### config.mk
export PLATFORM = sky130hd
export DESIGN_NAME = bcd_to_binary_seq_flat
export DESIGN_NICKNAME = d
export VERILOG_FILES = /design/src/rtl/bcd_to_binary_seq_if.sv /design/src/rtl/bcd_to_binary_seq.sv /design/src/flat_wrapper.sv
export SDC_FILE = /design/constraint.sdc
export NUM_CORES = 1
export LEC_CHECK = 0
export CAP_MARGIN = 20
export CELL_PAD_IN_SITES_DETAIL_PLACEMENT = 1
export CELL_PAD_IN_SITES_GLOBAL_PLACEMENT = 1
export CORE_MARGIN = 1.5
export CORE_UTILIZATION = 35
export CTS_CLUSTER_DIAMETER = 150
export CTS_CLUSTER_SIZE = 40
export DETAILED_ROUTE_END_ITERATION = 10
export GPL_TIMING_DRIVEN = 0
export HOLD_SLACK_MARGIN = 0.1
export PLACE_DENSITY_LB_ADDON = 0.1
export SETUP_SLACK_MARGIN = 0.4
export SLEW_MARGIN = 25
export SYNTH_ARGS = -nofsm -noshare
export SYNTH_HDL_FRONTEND = slang
export SYNTH_SLANG_ARGS = --single-unit
### constraint.sdc
create_clock -name clk -period 1.65 [get_ports clk]
set_input_delay 0.495 -clock clk [delete_from_list [all_inputs] [get_ports clk]]
set_output_delay 0.495 -clock clk [all_outputs]
set_load 0.05 [all_outputs]
### src/rtl/bcd_to_binary_seq_if.sv
// bcd_to_binary_seq_if: start/busy/done bundle for the BCD-to-binary converter.
// The error signal exists only when BCD_CHECK_EN is defined.
interface bcd_to_binary_seq_if #(
    parameter int DIGITS = 4,
    parameter int BIN_W  = 14
);
    logic                  start;
    logic [4*DIGITS-1:0]   bcd_in;
    logic                  busy;
    logic                  done;
    logic [BIN_W-1:0]      bin_out;
`ifdef BCD_CHECK_EN
    logic                  error;
    modport master (output start, bcd_in, input busy, done, bin_out, error);
    modport slave  (input start, bcd_in, output busy, done, bin_out, error);
`else
    modport master (output start, bcd_in, input busy, done, bin_out);
    modport slave  (input start, bcd_in, output busy, done, bin_out);
`endif
endinterface

### src/rtl/bcd_to_binary_seq.sv
// bcd_to_binary_seq: packed BCD to binary via reverse double dabble, one shift per clock.
// BCD_CHECK_EN adds an error flag and rejects requests carrying digits above 9.
module bcd_to_binary_seq #(
    parameter int DIGITS = 4,
    parameter int BIN_W  = 14,
    parameter int CNT_W  = 5
) (
    input  logic                      clk,
    input  logic                      reset,
    bcd_to_binary_seq_if.slave        bus
);
    localparam int RW = 4*DIGITS + BIN_W;

    typedef enum logic [1:0] {IDLE, SHIFT, DONE} state_t;

    state_t             state_q, state_d;
    logic [RW-1:0]      r_q, r_d, sh, adj;
    logic [CNT_W-1:0]   cnt_q, cnt_d;
    logic [BIN_W-1:0]   bin_out_q, bin_out_d;
    logic               done_q, done_d;
`ifdef BCD_CHECK_EN
    logic               error_q, error_d, rej_q, rej_d, bad;
`endif

    always_comb begin
        sh  = r_q >> 1;
        adj = sh;
        for (int i = 0; i < DIGITS; i++)
            if (sh[BIN_W+4*i +: 4] >= 4'd8) adj[BIN_W+4*i +: 4] = sh[BIN_W+4*i +: 4] - 4'd3;
    end

`ifdef BCD_CHECK_EN
    always_comb begin
        bad = 1'b0;
        for (int i = 0; i < DIGITS; i++)
            if (bus.bcd_in[4*i +: 4] > 4'd9) bad = 1'b1;
    end
`endif

    always_comb begin
        state_d   = state_q;
        r_d       = r_q;
        cnt_d     = cnt_q;
        bin_out_d = bin_out_q;
        done_d    = 1'b0;
`ifdef BCD_CHECK_EN
        error_d   = error_q;
        rej_d     = rej_q;
`endif
        case (state_q)
            IDLE: if (bus.start) begin
`ifdef BCD_CHECK_EN
                rej_d = bad;
                if (bad) begin
                    error_d = 1'b1;
                    state_d = DONE;
                end else begin
                    r_d     = {bus.bcd_in, {BIN_W{1'b0}}};
                    cnt_d   = '0;
                    state_d = SHIFT;
                end
`else
                r_d     = {bus.bcd_in, {BIN_W{1'b0}}};
                cnt_d   = '0;
                state_d = SHIFT;
`endif
            end
            SHIFT: begin
                r_d     = adj;
                cnt_d   = cnt_q + CNT_W'(1);
                state_d = (cnt_q == CNT_W'(BIN_W-1)) ? DONE : SHIFT;
            end
            DONE: begin
                done_d  = 1'b1;
                state_d = IDLE;
`ifdef BCD_CHECK_EN
                // a rejected request pulses done but leaves the last good result in place
                if (!rej_q) begin
                    bin_out_d = r_q[BIN_W-1:0];
                    error_d   = 1'b0;
                end
`else
                bin_out_d = r_q[BIN_W-1:0];
`endif
            end
            default: state_d = IDLE;
        endcase
    end

    always_ff @(posedge clk) begin
        if (!reset) begin
            state_q   <= IDLE;
            r_q       <= '0;
            cnt_q     <= '0;
            bin_out_q <= '0;
            done_q    <= 1'b0;
`ifdef BCD_CHECK_EN
            error_q   <= 1'b0;
            rej_q     <= 1'b0;
`endif
        end else begin
            state_q   <= state_d;
            r_q       <= r_d;
            cnt_q     <= cnt_d;
            bin_out_q <= bin_out_d;
            done_q    <= done_d;
`ifdef BCD_CHECK_EN
            error_q   <= error_d;
            rej_q     <= rej_d;
`endif
        end
    end

    assign bus.busy    = (state_q == SHIFT);
    assign bus.done    = done_q;
    assign bus.bin_out = bin_out_q;
`ifdef BCD_CHECK_EN
    assign bus.error   = error_q;
`endif
endmodule

### src/flat_wrapper.sv
// flat-port wrapper written by rule: the top's interface ports become plain ports
module bcd_to_binary_seq_flat 
#(
    parameter int DIGITS = 4,
    parameter int BIN_W  = 14,
    parameter int CNT_W  = 5
)
  (clk, reset, bus_start, bus_bcd_in, bus_busy, bus_done, bus_bin_out);
  bcd_to_binary_seq_if #(.DIGITS(DIGITS), .BIN_W(BIN_W)) bus_i ();
  input  logic clk;
  input  logic reset;
  input wire logic [$bits(bus_i.start)-1:0] bus_start;
  input wire logic [$bits(bus_i.bcd_in)-1:0] bus_bcd_in;
  output wire logic [$bits(bus_i.busy)-1:0] bus_busy;
  output wire logic [$bits(bus_i.done)-1:0] bus_done;
  output wire logic [$bits(bus_i.bin_out)-1:0] bus_bin_out;
  assign bus_i.start = bus_start;
  assign bus_i.bcd_in = bus_bcd_in;
  assign bus_busy = bus_i.busy;
  assign bus_done = bus_i.done;
  assign bus_bin_out = bus_i.bin_out;
  bcd_to_binary_seq #(.DIGITS(DIGITS), .BIN_W(BIN_W), .CNT_W(CNT_W)) u_core (.clk(clk), .reset(reset), .bus(bus_i));
endmodule
==> metrics.yaml <==
status: "finished, violations left"
violations: "DRC, setup timing"
max_cap_viol_count: 0
postCtsHoldBufs: 0
cts_made_buffers: 5
yosys_warnings: 0
swShare_pct: 26.79
clock_sinks: 52
hold_class: "flop to flop"
p_comb_share_pct: 17.8
die_h_um: 84.83
syn_area_mm2: 0.002343
nets: 358
antenna_found_initial: 0
timing.final.ws_setup_ns: -0.09977
seqPwrFrac_pct: 48.7
crit_arrival_ns: 1.25
critPathRequiredTime_ns: 1.15
initial_core_util_pct: 36.49
numPortBuffers: 33
fin_crit_ns: 1.750
cts-root-buf: "clkbuf_8"
synth_edf_count: 0
fin_skew_ns: 0.01188
firstDrtPassIters: 7
post_route_cells_drive_above_1_share_pct: 46.08
syn_avg_cell_area_um2: 9.083
syn-num-nets: 285
crit_fanout: 2
drc: 6
yosysSeqAreaShare_pct: 44.42
coreArea_mm2: 0.006422
overflow: 0
power.net_switching_mw: 0.7337
synth_top_area_cell: "dfxtp_1"
crit_path_start_kind: "flop"
post-route-util_pct: 58.41
fin_tns_setup_ns: -0.09977
placedCellCount: 368
htree_levels: 2
first_iter_violations: 71
finalHoldViolCount: 0
wl_mm: 7.507
io_pins: 35
area_growth_pct: 60.06
synthArstFlopShare_pct: 0
end_kind: "output port"
final-setup-viol-count: 1
p_leak_nw: 1.492
clock_latency_ns: 0.32
fin_cells: 409
maxSlewHeadroom_pct: 66.91
die_w_um: 84.83
dieArea_mm2: 0.007195
worst_pin_slew_ns: 0.4964
clk_pin_slew_ns: 0.10
final_max_slew_viol_count: 0
cts_tree: "done"
wl_per_cell_um: 18.35
ys_top_cells_by_area: "dfxtp_1 (44%), nand2_1 (7.4%), a22o_1 (5.6%)"
synth_cells: 258
rows: 29
synth_ff_type: "dfxtp_1"
num_vias: 2166
gp_routability_congestion: 0.7473
peakVddDrop_mv: 0.4966
dpl.hpwl_mm: 4.230
ant_nets: 0
grt_usage_pct: 19.58
ys_ff_latch: 52
period_share_pct: 106.0
diodes: 0
grt_max_degree: 17
pwr-share-clk_pct: 33.5
synth_top_area_share_pct: 44.42
p_per_area_mw_per_mm2: 730.2
cts_buffer_depth: 2
vias_per_cell: 5.296
grt_pass1_vias: 2143
fin_hold_ws_ns: 0.4672
fmax_ghz: 0.5715
crit_type: "flop to output port"
p_int_mw: 2.006
grt_pass1_wl_mm: 11.07
rsz0062_at_grt: "yes"
ys_types: 41
cell usage after synthesis, types with 6 or more instances:
library cell,count
a21boi_0,17
ha_1,8
buf_2,6
nor2_1,9
nand2_1,46
a22o_1,15
buf_6,6
a21oi_1,6
nand3_1,6
dfxtp_1,52
o21ai_0,16
inv_1,10
routing by layer:
metal,GRT usage [%],vias to the layer above,share of wire (%)
met3,3.210,5,2.2
met2,31.93,25,48
li1,-,1053,-
met4,4.918,0,0.69
met1,27.16,1083,49
met5,0,-,0
stage by stage:
stage               power, mW  cell area, um^2  setup slack (ns)
floorplan               1.563             2375            0.3257
global placement        1.675             2801           -0.5237
detailed placement      1.681             2801           -0.5297
CTS                     2.717             3396          -0.07752
global route            2.839             3751           -0.1196
finish                  2.739             3751          -0.09977
logic make-up (layout without fill, tap and decap cells):
logic type | Yosys count | in the layout | share of synthesized area [%]
compound gates | 82 | 82 | 25.36
xor+xnor | 6 | 6 | 2.243
flops | 52 | 52 | 44.42
mux | 1 | 1 | 0.4805
buf+inv | 28 | 102 | 6.888
simple gates | 81 | 81 | 16.34
fa+ha+maj | 8 | 8 | 4.271
repair_timing:
| item | CTS | global route |
|---|---|---|
| endpoints found under the setup margin | 67 | 67 |
| pin swaps | 38 | 32 |
| gates cloned | 2 | 2 |
| hold endpoints to repair | 0 | 0 |
| setup buffers | 13 | 16 |
| resized for setup | 235 | 57 |
flip-flops by register name, indices dropped and copies added (netlist names):
signal / count
u_core.bus.bin_out: 14
u_core.bus.done: 1
u_core.cnt_q: 5
u_core.r_q: 30
u_core.state_q: 2
critical path, stage by stage, from the launching register on:
cell     delay (ns)
dfxtp_2        0.33
buf_6          0.11
nor2b_4        0.12
buf_6          0.13
buf_12         0.12
buf_12         0.13
path summary, 6_finish.rpt:
check | start | to | slack (ns) | depth (start not counted)
hold reg to reg | u_core.bus.bin_out[2]$_SDFFE_PN0P_ | u_core.bus.bin_out[2]$_SDFFE_PN0P_ | 0.47 | 2
hold / removal | u_core.bus.bin_out[2]$_SDFFE_PN0P_ | u_core.bus.bin_out[2]$_SDFFE_PN0P_ | 0.47 | 2
setup reg to reg | u_core.state_q[0]$_SDFFE_PN0P_ | u_core.r_q[3]$_SDFFE_PN0P_ | 0.02 | 10
setup / recovery | u_core.state_q[0]$_SDFFE_PN0P_ | bus_busy | -0.1 | 5
layout by cell type, fill, tap and decap left out, types with 5 or more instances in the layout:
cell,n
nand3_1,5
buf_4,14
clkdlybuf4s50_1,16
nand2b_1,5
inv_1,9
nand2_2,14
nand2_4,11
buf_12,5
ha_1,7
o21ai_1,10
buf_6,20
a22o_1,15
a21boi_1,13
dfxtp_4,6
clkbuf_8,6
dfxtp_1,33
nand2_1,21
clkbuf_1,5
o21ai_2,5
dfxtp_2,13
a21boi_2,5
buf_8,19
nor2_4,6
area by class of cell:
type,instances,area (um^2)
sequential,52,1080
inverter,10,41.29
buffer,18,193.9
fill,679,2671
timing repair buffer,66,807.0
clock buffer,6,72.57
tap,77,96.34
multi-input combinational,178,1421
clock inverter,2,38.79
power groups by stage:
| stage | clock network [mW] | registers, mW | logic (mW) |
|---|---|---|---|
| final | 0.918 | 1.33 | 0.487 |
| after global routing | 0.979 | 1.34 | 0.521 |
| after global placement | 0 | 1.37 | 0.310 |
| after detailed placement | 0 | 1.37 | 0.314 |
| after CTS | 0.942 | 1.34 | 0.434 |
| after floorplan | 0 | 1.35 | 0.208 |
(Power assumes the default switching activity.)
